--- config.mk ---
export PLATFORM = sky130hd
export DESIGN_NAME = inst_fetch
export DESIGN_NICKNAME = d
export VERILOG_FILES = /design/src/rtl/inst_fetch.sv
export SDC_FILE = /design/constraint.sdc
export NUM_CORES = 1
export LEC_CHECK = 0
export BUFFER_PORTS_ARGS = -buffer_cell sky130_fd_sc_hd__buf_2
export CAP_MARGIN = 40
export CORE_ASPECT_RATIO = 0.6
export CORE_MARGIN = 2
export CORE_UTILIZATION = 40
export CTS_CLUSTER_SIZE = 14
export DETAILED_ROUTE_END_ITERATION = 12
export PLACE_DENSITY = 0.69
export SYNTH_ARGS = -nofsm -noshare
export SYNTH_HDL_FRONTEND = slang
export SYNTH_SLANG_ARGS = --single-unit
--- constraint.sdc ---
create_clock -name clk -period 10.46 [get_ports clk]
set_clock_uncertainty 0.15 [all_clocks]
set_input_delay 2.092 -clock clk [delete_from_list [all_inputs] [get_ports clk]]
set_output_delay 2.092 -clock clk [all_outputs]
set_load 0.005 [all_outputs]
--- src/rtl/inst_fetch.sv ---
// Sequential instruction fetch into a DEPTH-entry FIFO toward decode; head valid two cycles after the request edge at best.
// dec_ready stalls pops; no new request issues once buffered plus in-flight words would exceed DEPTH; redirect flushes.
module inst_fetch #(
    parameter logic [31:0] RESET_PC = 32'h0000_0000,
    parameter int          DEPTH    = 2
) (
    input  logic        clk,
    input  logic        rst,
    output logic        mem_req,
    output logic [31:0] mem_addr,
    input  logic        mem_rvalid,
    input  logic [31:0] mem_rdata,
    output logic [31:0] inst,
    output logic [31:0] pc,
    output logic        inst_valid,
    input  logic        dec_ready,
    input  logic        redirect,
    input  logic [31:0] redirect_pc
);

    localparam int PW = $clog2(DEPTH);
    localparam int CW = PW + 1;
    localparam logic [CW-1:0] DEPTH_C = CW'(DEPTH);
    localparam logic [CW-1:0] CONE    = CW'(1);
    localparam logic [PW-1:0] PONE    = PW'(1);

    typedef enum logic [1:0] {
        S_IDLE  = 2'd0,
        S_WAIT  = 2'd1,
        S_DRAIN = 2'd2
    } state_t;

    state_t        state_q, state_d;
    logic [31:0]   fetch_pc_q, fetch_pc_d;
    logic [31:0]   req_addr_q;
    logic [31:0]   buf_inst_q [DEPTH];
    logic [31:0]   buf_pc_q   [DEPTH];
    logic [PW-1:0] head_q, tail_q;
    logic [CW-1:0] count_q, count_d;
    logic          push, pop;

    assign push = (state_q == S_WAIT) && mem_rvalid && !redirect;
    assign pop  = (count_q != '0) && dec_ready && !redirect;

    always_ff @(posedge clk) begin
        if (rst) begin
            state_q <= S_IDLE;
        end else begin
            state_q <= state_d;
        end
    end

    // A response landing together with redirect has nothing left to drain.
    always_comb begin
        state_d = state_q;
        case (state_q)
            S_IDLE: begin
                if (mem_req) state_d = S_WAIT;
            end
            S_WAIT: begin
                if (redirect)        state_d = mem_rvalid ? S_IDLE : S_DRAIN;
                else if (mem_rvalid) state_d = mem_req ? S_WAIT : S_IDLE;
            end
            S_DRAIN: begin
                if (mem_rvalid) state_d = S_IDLE;
            end
            default: state_d = S_IDLE;
        endcase
    end

    // The returning response frees its slot, so the next request may go out in the same cycle.
    always_comb begin
        mem_req = 1'b0;
        if (!rst && !redirect) begin
            if (state_q == S_IDLE) begin
                mem_req = count_q < DEPTH_C;
            end else if (state_q == S_WAIT && mem_rvalid) begin
                mem_req = (count_q + CONE - CW'(pop)) < DEPTH_C;
            end
        end
    end

    assign mem_addr   = mem_req ? fetch_pc_q : 32'h0;
    assign inst_valid = count_q != '0;
    assign inst       = inst_valid ? buf_inst_q[head_q] : 32'h0;
    assign pc         = inst_valid ? buf_pc_q[head_q]   : 32'h0;

    always_comb begin
        fetch_pc_d = fetch_pc_q;
        count_d    = count_q;
        if (redirect) begin
            fetch_pc_d = redirect_pc & ~32'h3;
            count_d    = '0;
        end else begin
            if (mem_req)          fetch_pc_d = fetch_pc_q + 32'd4;
            if (push && !pop)     count_d    = count_q + CONE;
            else if (pop && !push) count_d   = count_q - CONE;
        end
    end

    always_ff @(posedge clk) begin
        if (rst) begin
            fetch_pc_q <= RESET_PC & ~32'h3;
            req_addr_q <= 32'h0;
            head_q     <= '0;
            tail_q     <= '0;
            count_q    <= '0;
        end else begin
            fetch_pc_q <= fetch_pc_d;
            count_q    <= count_d;
            if (mem_req) req_addr_q <= fetch_pc_q;
            if (redirect) begin
                head_q <= '0;
                tail_q <= '0;
            end else begin
                if (push) tail_q <= tail_q + PONE;
                if (pop)  head_q <= head_q + PONE;
            end
        end
    end

    always_ff @(posedge clk) begin
        if (push) begin
            buf_inst_q[tail_q] <= mem_rdata;
            buf_pc_q[tail_q]   <= req_addr_q;
        end
    end

endmodule

==> flow_summary.json, run 1 <==
{
  "final_cell_area_um2": 9540,
  "synth_xor_area_share_pct": 1.77,
  "viasPerCell": 5.06,
  "synth_edf_count": 124,
  "finalCritPeriodShare_pct": 63.6,
  "grt_first_pass_wirelength_um": 28800,
  "final_nets": 907,
  "ctsLongestPathBuffers": 2,
  "synth.area.mux_share_pct": 8.28,
  "cpMostUsedCell": "buf_2",
  "layout.cells.non_filler": 1114,
  "start_util_pct": 41.2,
  "synth_top_family_by_area": "simple AND/OR/NAND/NOR gates",
  "fp.dieH_um": 113,
  "synth-compound-area-share_pct": 8.30,
  "final_max_slew_viol_count": 0,
  "core_area_um2": 19200,
  "path_max_fanout": 44,
  "min_path_type": "register to register",
  "vias": 5639,
  "dp_cells": 1082,
  "drc": 0,
  "leakagePower_nw": 3.82,
  "yosysUniqueCellTypes": 49,
  "rsz0062_at_grt": "false",
  "p_total_mw": 1.53,
  "grt_overflow": 0,
  "status": "finished clean",
  "htreeDepth": 4,
  "synthSimpleGateAreaFrac_pct": 12.9,
  "synth-adder-area-share_pct": 0.473,
  "cp_slowest_cell": "inv_2",
  "cp.arrival_ps": 4410,
  "first_iter_violations": 324,
  "worstSetupEndpointType": "output port",
  "fp.dieArea_um2": 21000,
  "tns_ps": 0,
  "grt_max_degree": 66,
  "grt_pass1_vias": 5434,
  "power.density_nw_per_um2": 160,
  "crit_family": "buffers and inverters",
  "synth_top_area_cell": "edfxtp_1",
  "cts_setup_buffers": 0,
  "max_slew_margin_pct": 46.6,
  "cts.root.buffer_cell": "clkbuf_16",
  "io_buffers": 160,
  "die_w_um": 186,
  "fmaxAchievable_ghz": 0.150,
  "synth_area_um2": 7930,
  "placed_cell_area_um2": 8990,
  "drive_above_1_share_pct": 24.3,
  "final_core_util_pct": 49.6,
  "ios": 167,
  "tightest_slew_ps": 801,
  "path_class": "input port to output port",
  "drt_pass1_iterations": 4,
  "cts-resized-gates": 0,
  "yosys_warnings": 0,
  "layout_commonest_cell": "buf_2",
  "synth-main-ff-cell": "edfxtp_1",
  "ant_nets": 0,
  "setup_viol_count_final": 0,
  "finalHoldViolCount": 0,
  "clk_latency_ps": 430,
  "avgSynthCellArea_um2": 11.5,
  "dp_hpwl_um": 12100,
  "gp_congestion": 0.832,
  "path_clk_slew_ps": 70,
  "totalWireLength_um": 18500,
  "cp.required_ps": 8220,
  "max_stage_delay_ps": 600,
  "netlist.area_leader.share_pct": 47.0,
  "start_kind": "input port",
  "grt_usage_pct": 18.0,
  "antenna_found_initial": 0,
  "post_drt_wl_per_cell_um": 16.6,
  "synthTopCellsByArea": "edfxtp_1 (47%), dfxtp_1 (17%), mux2i_1 (8.0%)",
  "worst-path-buf-inv": 4,
  "syn_to_final_growth_pct": 20.4,
  "synth-seq-cells": 191,
  "diodes": 0,
  "ys_seq_area_share_pct": 63.9,
  "path_cells": "buf_2, and4bb_2, mux2_4, o21ai_4, inv_2, nand2_1, inv_1, buf_2",
  "cts_num_sinks": 191,
  "num_rows": 39,
  "async_flop_share_pct": 0,
  "cts_tree": "built",
  "peakVddDrop_mv": 0.104,
  "synth_cells": 689,
  "ctsHoldBuffers": 0,
  "numCtsBuffers": 17,
  "max_cap_viol_count": 0,
  "layout_common_cells": "buf_2 (160), edfxtp_1 (124), nor2_1 (90)",
  "fin_crit_ps": 6650
}
[power breakdown]
group / leakage, nW / internal, mW / total [mW] / switching [mW]
Clock: 0.269 / 0.356 / 0.621 / 0.265
Combinational: 1.79 / 0.0309 / 0.0820 / 0.0512
Sequential: 1.76 / 0.815 / 0.829 / 0.0138
[layout make-up]
type,count,area (um2)
fill,1822,9680
clock buffer,27,504
tap,266,333
inverter,42,158
multi-input combinational,414,2540
clock inverter,5,53.8
sequential,191,5070
timing repair buffer,169,888
[path summary, 6_finish.rpt]
| kind | from | end | slack (ps) | depth (start not counted) |
|---|---|---|---|---|
| min | req_addr_q[17] | buf_pc_q[0][17] | 300 | 0 |
| max | redirect | mem_addr[21] | 3810 | 8 |
| max reg2reg | count_q[0] | fetch_pc_q[19] | 7730 | 8 |
| min reg2reg | req_addr_q[17] | buf_pc_q[0][17] | 300 | 0 |
[layer usage]
metal | track usage (%) | vias to the layer above | share of wire, %
li1 | - | 2744 | -
met1 | 27.2 | 2704 | 50
met2 | 26.4 | 181 | 42
met3 | 4.35 | 10 | 7.5
met4 | 3.73 | 0 | 0.74
met5 | 0 | - | 0
[cells in the mapped netlist (all sizes together) (6+ instances only)]
cell type and instances:
nor3 6, inv 42, buf 15, a211oi 13, clkbuf 30, or3 6
nand3 6, nor2 90, a31oi 13, dfxtp 67, nand4 9, mux2i 63
edfxtp 124, o211ai 7, a21oi 36, nand2 88, o2111ai 8, xor2 13
[stage by stage]
stage | setup WS (ps) | hold WS [ps]
floorplan | 2970 | 275
global placement | 3860 | 282
detailed placement | 3820 | 289
CTS | 3820 | 304
global route | 3630 | 314
finish | 3810 | 299
[cells by family (layout without fill, tap and decap cells)]
kind of cell	Yosys count	after routing
simple gates	230	230
flops	191	191
compound gates	96	96
buf+inv	87	243
mux	65	65
xor+xnor	16	16
fa+ha+maj	3	3
other cells	1	4
[flip-flops by register name (all words and copies together), names as in the netlist, named ones only]
register / flops
buf_inst_q: 64
buf_pc_q: 60
count_q: 2
fetch_pc_q: 30
head_q: 1
req_addr_q: 30
state_q: 2
tail_q: 1
[worst reg2reg max path, cell delays in order (launching register included)]
cell and delay, ps:
dfxtp_1 370, inv_1 60, ha_2 290, and4bb_1 310
mux2_4 300, o21ai_4 90, inv_2 600, nand4_1 220
a221oi_2 270
No activity file was read; power rests on OpenSTA's default activity.
==> run 2: changes to the inputs <==
==> constraint.sdc (replaced) <==
create_clock -name clk -period 6.6 [get_ports clk]
set_clock_uncertainty 0.15 [all_clocks]
set_input_delay 1.32 -clock clk [delete_from_list [all_inputs] [get_ports clk]]
set_output_delay 1.32 -clock clk [all_outputs]
set_load 0.005 [all_outputs]
==> run 2 against run 1 <==
Compared with the run above:
- combinational power grew 59%
- worst hold slack gained 6.3 ps
- utilization grew 0.18 points
- non-clock buffer count is the same
- sequential power grew 58%
- critical path depth is the same
- die area is the same
- flip-flop and latch count is the same
- routed wire length shrank 2.2%
- via count shrank 0.78%
- first-iteration DRC count grew 13%
- critical endpoint unchanged
- largest cell class unchanged
- highest routed layer unchanged
==> flow_summary.json, run 2 (same netlist as run 1, synthesis figures left out) <==
{
  "num_rows": 39,
  "drt_pass1_iterations": 5,
  "core_area_um2": 19200,
  "cts.root.buffer_cell": "clkbuf_16",
  "path_clk_slew_ps": 70,
  "io_buffers": 160,
  "gp_congestion": 0.849,
  "fp.dieH_um": 113,
  "fin_crit_ps": 5070,
  "finalHoldViolCount": 0,
  "min_path_type": "register to register",
  "holdWs_ps": 305,
  "cts-resized-gates": 0,
  "post_drt_wl_per_cell_um": 16.3,
  "start_util_pct": 41.2,
  "grt_pass1_vias": 5269,
  "grt_max_degree": 65,
  "final_max_slew_viol_count": 0,
  "ctsHoldBuffers": 0,
  "path_class": "input port to output port",
  "cp.arrival_ps": 3600,
  "path_max_fanout": 44,
  "cts_setup_buffers": 0,
  "drc": 0,
  "largest_reg_flops": 64,
  "dp_hpwl_um": 12200,
  "fmaxAchievable_ghz": 0.197,
  "antenna_found_initial": 1,
  "clk_latency_ps": 430,
  "max_cap_viol_count": 0,
  "vias": 5595,
  "viasPerCell": 5.02,
  "totalWireLength_um": 18100,
  "cp.required_ps": 5130,
  "wl_met1_um": 8920,
  "peakVddDrop_mv": 0.158,
  "layout_common_cells": "buf_2 (160), edfxtp_1 (124), nor2_1 (90)",
  "rsz0062_at_grt": "false",
  "cts_tree": "built",
  "ant_nets": 0,
  "max_slew_margin_pct": 49.0,
  "grt_overflow": 0,
  "p_total_mw": 2.44,
  "first_iter_violations": 365,
  "finalCritPeriodShare_pct": 76.8,
  "setup_viol_count_final": 0,
  "status": "finished clean",
  "leakagePower_nw": 3.83,
  "met3_length_um": 1430,
  "wl_met2_um": 7610,
  "fp.dieArea_um2": 21000,
  "grt_first_pass_wirelength_um": 28100,
  "drive_above_1_share_pct": 25.2,
  "reg_top3": "buf_inst_q x64, buf_pc_q x60",
  "tightest_slew_ps": 764,
  "syn_to_final_growth_pct": 20.8,
  "numCtsBuffers": 17,
  "ios": 167,
  "tns_ps": 0,
  "start_kind": "input port",
  "worstSetupEndpointType": "output port",
  "final_nets": 907,
  "cts_num_sinks": 191,
  "htreeDepth": 4,
  "top_register": "buf_inst_q",
  "grt_usage_pct": 17.8,
  "top_layer": "met4",
  "ctsLongestPathBuffers": 2,
  "power.density_nw_per_um2": 255,
  "layout_commonest_cell": "buf_2",
  "die_w_um": 186
}
[run 2: final cells by class]
| type | instances | area (um2) |
|---|---|---|
| Antenna cell | 1 | 2.50 |
| Clock buffer | 18 | 450 |
| Clock inverter | 14 | 128 |
| Fill cell | 1787 | 9650 |
| Inverter | 42 | 158 |
| Multi-Input combinational cell | 414 | 2540 |
| Sequential cell | 191 | 5070 |
| Tap cell | 266 | 333 |
| Timing Repair Buffer | 169 | 893 |
[run 2: critical path, stage by stage]
cell,delay (ps)
buf_2,450
and4bb_2,330
mux2_4,350
o21ai_4,90
inv_2,580
nand2_1,170
inv_1,160
buf_2,140
[run 2: routing by layer]
layer	GRT usage, %	vias to the layer above
met5	0	-
met4	4.78	0
met3	4.70	14
met2	25.7	208
met1	26.4	2627
li1	-	2746
[run 2: path summary, 6_finish.rpt]
kind,from,endpoint,slack (ps),cells past startpoint
worst max-delay path,redirect,mem_addr[21],1530,8
worst min-delay path,req_addr_q[10],buf_pc_q[0][10],300,0
worst max register to register,count_q[1],fetch_pc_q[19],3880,8
worst min register to register,req_addr_q[10],buf_pc_q[0][10],300,0
[run 2: stage by stage]
step,cell area [um2],cells,utilization (%),worst slack [ps]
after floorplan,7950,692,-,1820
after global routing,9580,1115,49.8,1320
after detailed placement,9000,1082,46.8,1530
after global placement,8960,1080,46.6,1550
final,9580,1115,49.8,1530
after CTS,9580,1114,49.8,1530
[run 2: power by group]
group	internal (mW)	switching, mW
clock	0.549	0.452
combinational	0.0493	0.0807
sequential	1.29	0.0222
==> run 3: changes to the inputs <==
--- a/config.mk
+++ b/config.mk
@@ -5,6 +5,7 @@
 export SDC_FILE = /design/constraint.sdc
 export NUM_CORES = 1
 export LEC_CHECK = 0
+export ABC_AREA = 1
 export BUFFER_PORTS_ARGS = -buffer_cell sky130_fd_sc_hd__buf_2
 export CAP_MARGIN = 40
 export CORE_ASPECT_RATIO = 0.6
@@ -12,7 +13,7 @@
 export CORE_UTILIZATION = 40
 export CTS_CLUSTER_SIZE = 14
 export DETAILED_ROUTE_END_ITERATION = 12
-export PLACE_DENSITY = 0.69
+export PLACE_DENSITY = 0.7
 export SYNTH_ARGS = -nofsm -noshare
 export SYNTH_HDL_FRONTEND = slang
 export SYNTH_SLANG_ARGS = --single-unit
==> constraint.sdc (replaced) <==
create_clock -name clk -period 4.51 [get_ports clk]
set_clock_uncertainty 0.15 [all_clocks]
set_input_delay 0.902 -clock clk [delete_from_list [all_inputs] [get_ports clk]]
set_output_delay 0.902 -clock clk [all_outputs]
set_load 0.005 [all_outputs]
==> run 3 against run 2 <==
Compared with the run above:
- flip-flop and latch count stayed put
- critical path depth is 4 higher
- global-route usage is 1.2 points higher
- worst setup slack worse by 850 ps
- worst hold slack worse by 2.7 ps
- synthesized cell count is 37% higher
- sequential power is 47% higher
- clock-buffer cell count is 3 higher
- critical path type is now register to output port
- largest power group unchanged
- highest routed layer unchanged
==> flow_summary.json, run 3 <==
{
  "status": "finished clean",
  "leakagePower_nw": 4.47,
  "core_area_um2": 20300,
  "grt_overflow": 0,
  "grt_first_pass_wirelength_um": 32100,
  "top_register": "buf_inst_q",
  "setup_ws_ps": 679,
  "dp_hpwl_um": 14300,
  "holdPathStages": 0,
  "place_ws_ps": 716,
  "final_core_util_pct": 49.2,
  "synth-main-ff-cell": "edfxtp_1",
  "max_cap_viol_count": 0,
  "power.density_nw_per_um2": 359,
  "totalWireLength_um": 20800,
  "peakVddDrop_mv": 0.267,
  "netlist.area_leader.share_pct": 44.5,
  "async_flop_share_pct": 0,
  "fp.dieArea_um2": 22100,
  "grt_max_degree": 66,
  "syn_to_final_growth_pct": 19.2,
  "synth-seq-cells": 191,
  "max_slew_margin_pct": 52.7,
  "tightest_slew_ps": 709,
  "synth_top_area_cell": "edfxtp_1",
  "cts_setup_buffers": 0,
  "fp.dieH_um": 116,
  "yosysMostFrequentCell": "nand2_1",
  "min_path_type": "register to register",
  "rsz0062_at_grt": "false",
  "tns_ps": 0,
  "synth_cells": 942,
  "path_clk_slew_ps": 70,
  "cp.arrival_ps": 2780,
  "die_w_um": 191,
  "ios": 167,
  "io_buffers": 160,
  "ys_seq_area_share_pct": 60.6,
  "ctsHoldBuffers": 0,
  "gp_congestion": 0.911,
  "clk_latency_ps": 430,
  "yosys_warnings": 0,
  "synth_commonest_cells": "nand2_1 (224), nor2_1 (185), edfxtp_1 (124), o21ai_0 (69), dfxtp_1 (67)",
  "worstSetupEndpointType": "output port",
  "layout_common_cells": "nand2_1 (224), nor2_1 (183), buf_2 (160)",
  "ant_nets": 0,
  "num_rows": 40,
  "drc": 0,
  "viasPerCell": 4.88,
  "synth_area_um2": 8360,
  "diodes": 0,
  "dp_cells": 1339,
  "cp.required_ps": 3460,
  "final_max_slew_viol_count": 0,
  "grt_pass1_vias": 5908,
  "numCtsBuffers": 17,
  "drt_pass1_iterations": 5,
  "ff2ff_path_depth": 11,
  "cts_num_sinks": 191,
  "vias": 6686,
  "fin_crit_ps": 3830,
  "yosysUniqueCellTypes": 30,
  "cts.root.buffer_cell": "clkbuf_16",
  "synth_edf_count": 124,
  "htreeDepth": 4,
  "avgSynthCellArea_um2": 8.88,
  "cts-resized-gates": 0,
  "drive_above_1_share_pct": 19.6,
  "path_max_fanout": 33,
  "path_class": "register to output port",
  "reg_top3": "buf_inst_q x64, buf_pc_q x60",
  "holdWs_ps": 302,
  "start_kind": "register",
  "layout_commonest_cell": "nand2_1",
  "layout.cells.non_filler": 1371,
  "first_iter_violations": 659,
  "start_util_pct": 41.3,
  "finalHoldViolCount": 0,
  "synthTopCellsByArea": "edfxtp_1 (45%), dfxtp_1 (16%), nand2_1 (10%)",
  "ctsLongestPathBuffers": 2,
  "largest_reg_flops": 64,
  "final_nets": 1157,
  "post_drt_wl_per_cell_um": 15.2,
  "grt_usage_pct": 19.0,
  "antenna_found_initial": 0,
  "fmaxAchievable_ghz": 0.261,
  "cts_tree": "built",
  "finalCritPeriodShare_pct": 85.0,
  "setup_viol_count_final": 0
}
-- run 3: cell count changes after synthesis, moves of 8 or more --
cell,delta
nand2_1,+136
nor2_1,+95
o21ai_0,+65
mux2i_1,-63
nand3_1,+55
inv_1,+25
a211oi_1,-13
a21oi_1,+12
xor2_1,-10
a31oi_1,-9
nand3b_1,+8
o2111ai_1,-8
-- run 3: path summary, 6_finish.rpt --
kind                       start               to  slack, ps
setup / recovery      count_q[1]     mem_addr[21]        680
hold / removal    req_addr_q[31]  buf_pc_q[1][31]        300
setup reg to reg      count_q[1]    fetch_pc_q[7]       1400
hold reg to reg   req_addr_q[31]  buf_pc_q[1][31]        300
-- run 3: cell families after synthesis --
kind of cell             after synthesis  synth area share, %
AND/OR/NAND/NOR                      491                 23.8
flip-flops                           191                 60.6
AO/OA/AOI/OAI                        123                 7.63
buffers and inverters                120                 6.18
XOR/XNOR                              13                 1.36
adder cells (fa/ha/maj)                3                0.449
other                                  1               0.0448
-- run 3: metrics by stage --
| step | power, mW | instance area, um2 |
|---|---|---|
| final | 3.57 | 9970 |
| after global routing | 3.71 | 9970 |
| after CTS | 3.60 | 9970 |
| after detailed placement | 2.16 | 9400 |
| after global placement | 2.15 | 9380 |
| after floorplan | 2.07 | 8380 |
-- run 3: layer usage --
layer	part of all wire [%]	GRT usage, %
met4	0.82	5.01
met5	0	0
met1	49	28.8
met3	8.3	4.12
met2	41	27.5
-- run 3: cell type report --
type,instances,area [um2]
Timing Repair Buffer,171,916
Inverter,70,265
Sequential cell,191,5070
Clock inverter,11,90.1
Fill cell,1922,10300
Clock buffer,21,482
Multi-Input combinational cell,634,2810
Tap cell,273,342
-- run 3: worst max-delay path: stages (launching register included) --
cell     delay, ps
dfxtp_1        400
inv_1           80
ha_1           210
nor2_2         210
nand3_1         90
nand2_1         70
nand3_1         70
nand2_1        170
nand2_2        120
inv_2          490
nand2_1        190
inv_1          130
buf_2          130
-- run 3: power by group --
group          total [mW]  internal (mW)  leakage (nW)  switching [mW]
clock network        1.46          0.783         0.284           0.674
logic               0.196         0.0733          2.44           0.123
registers            1.92           1.88          1.75          0.0373
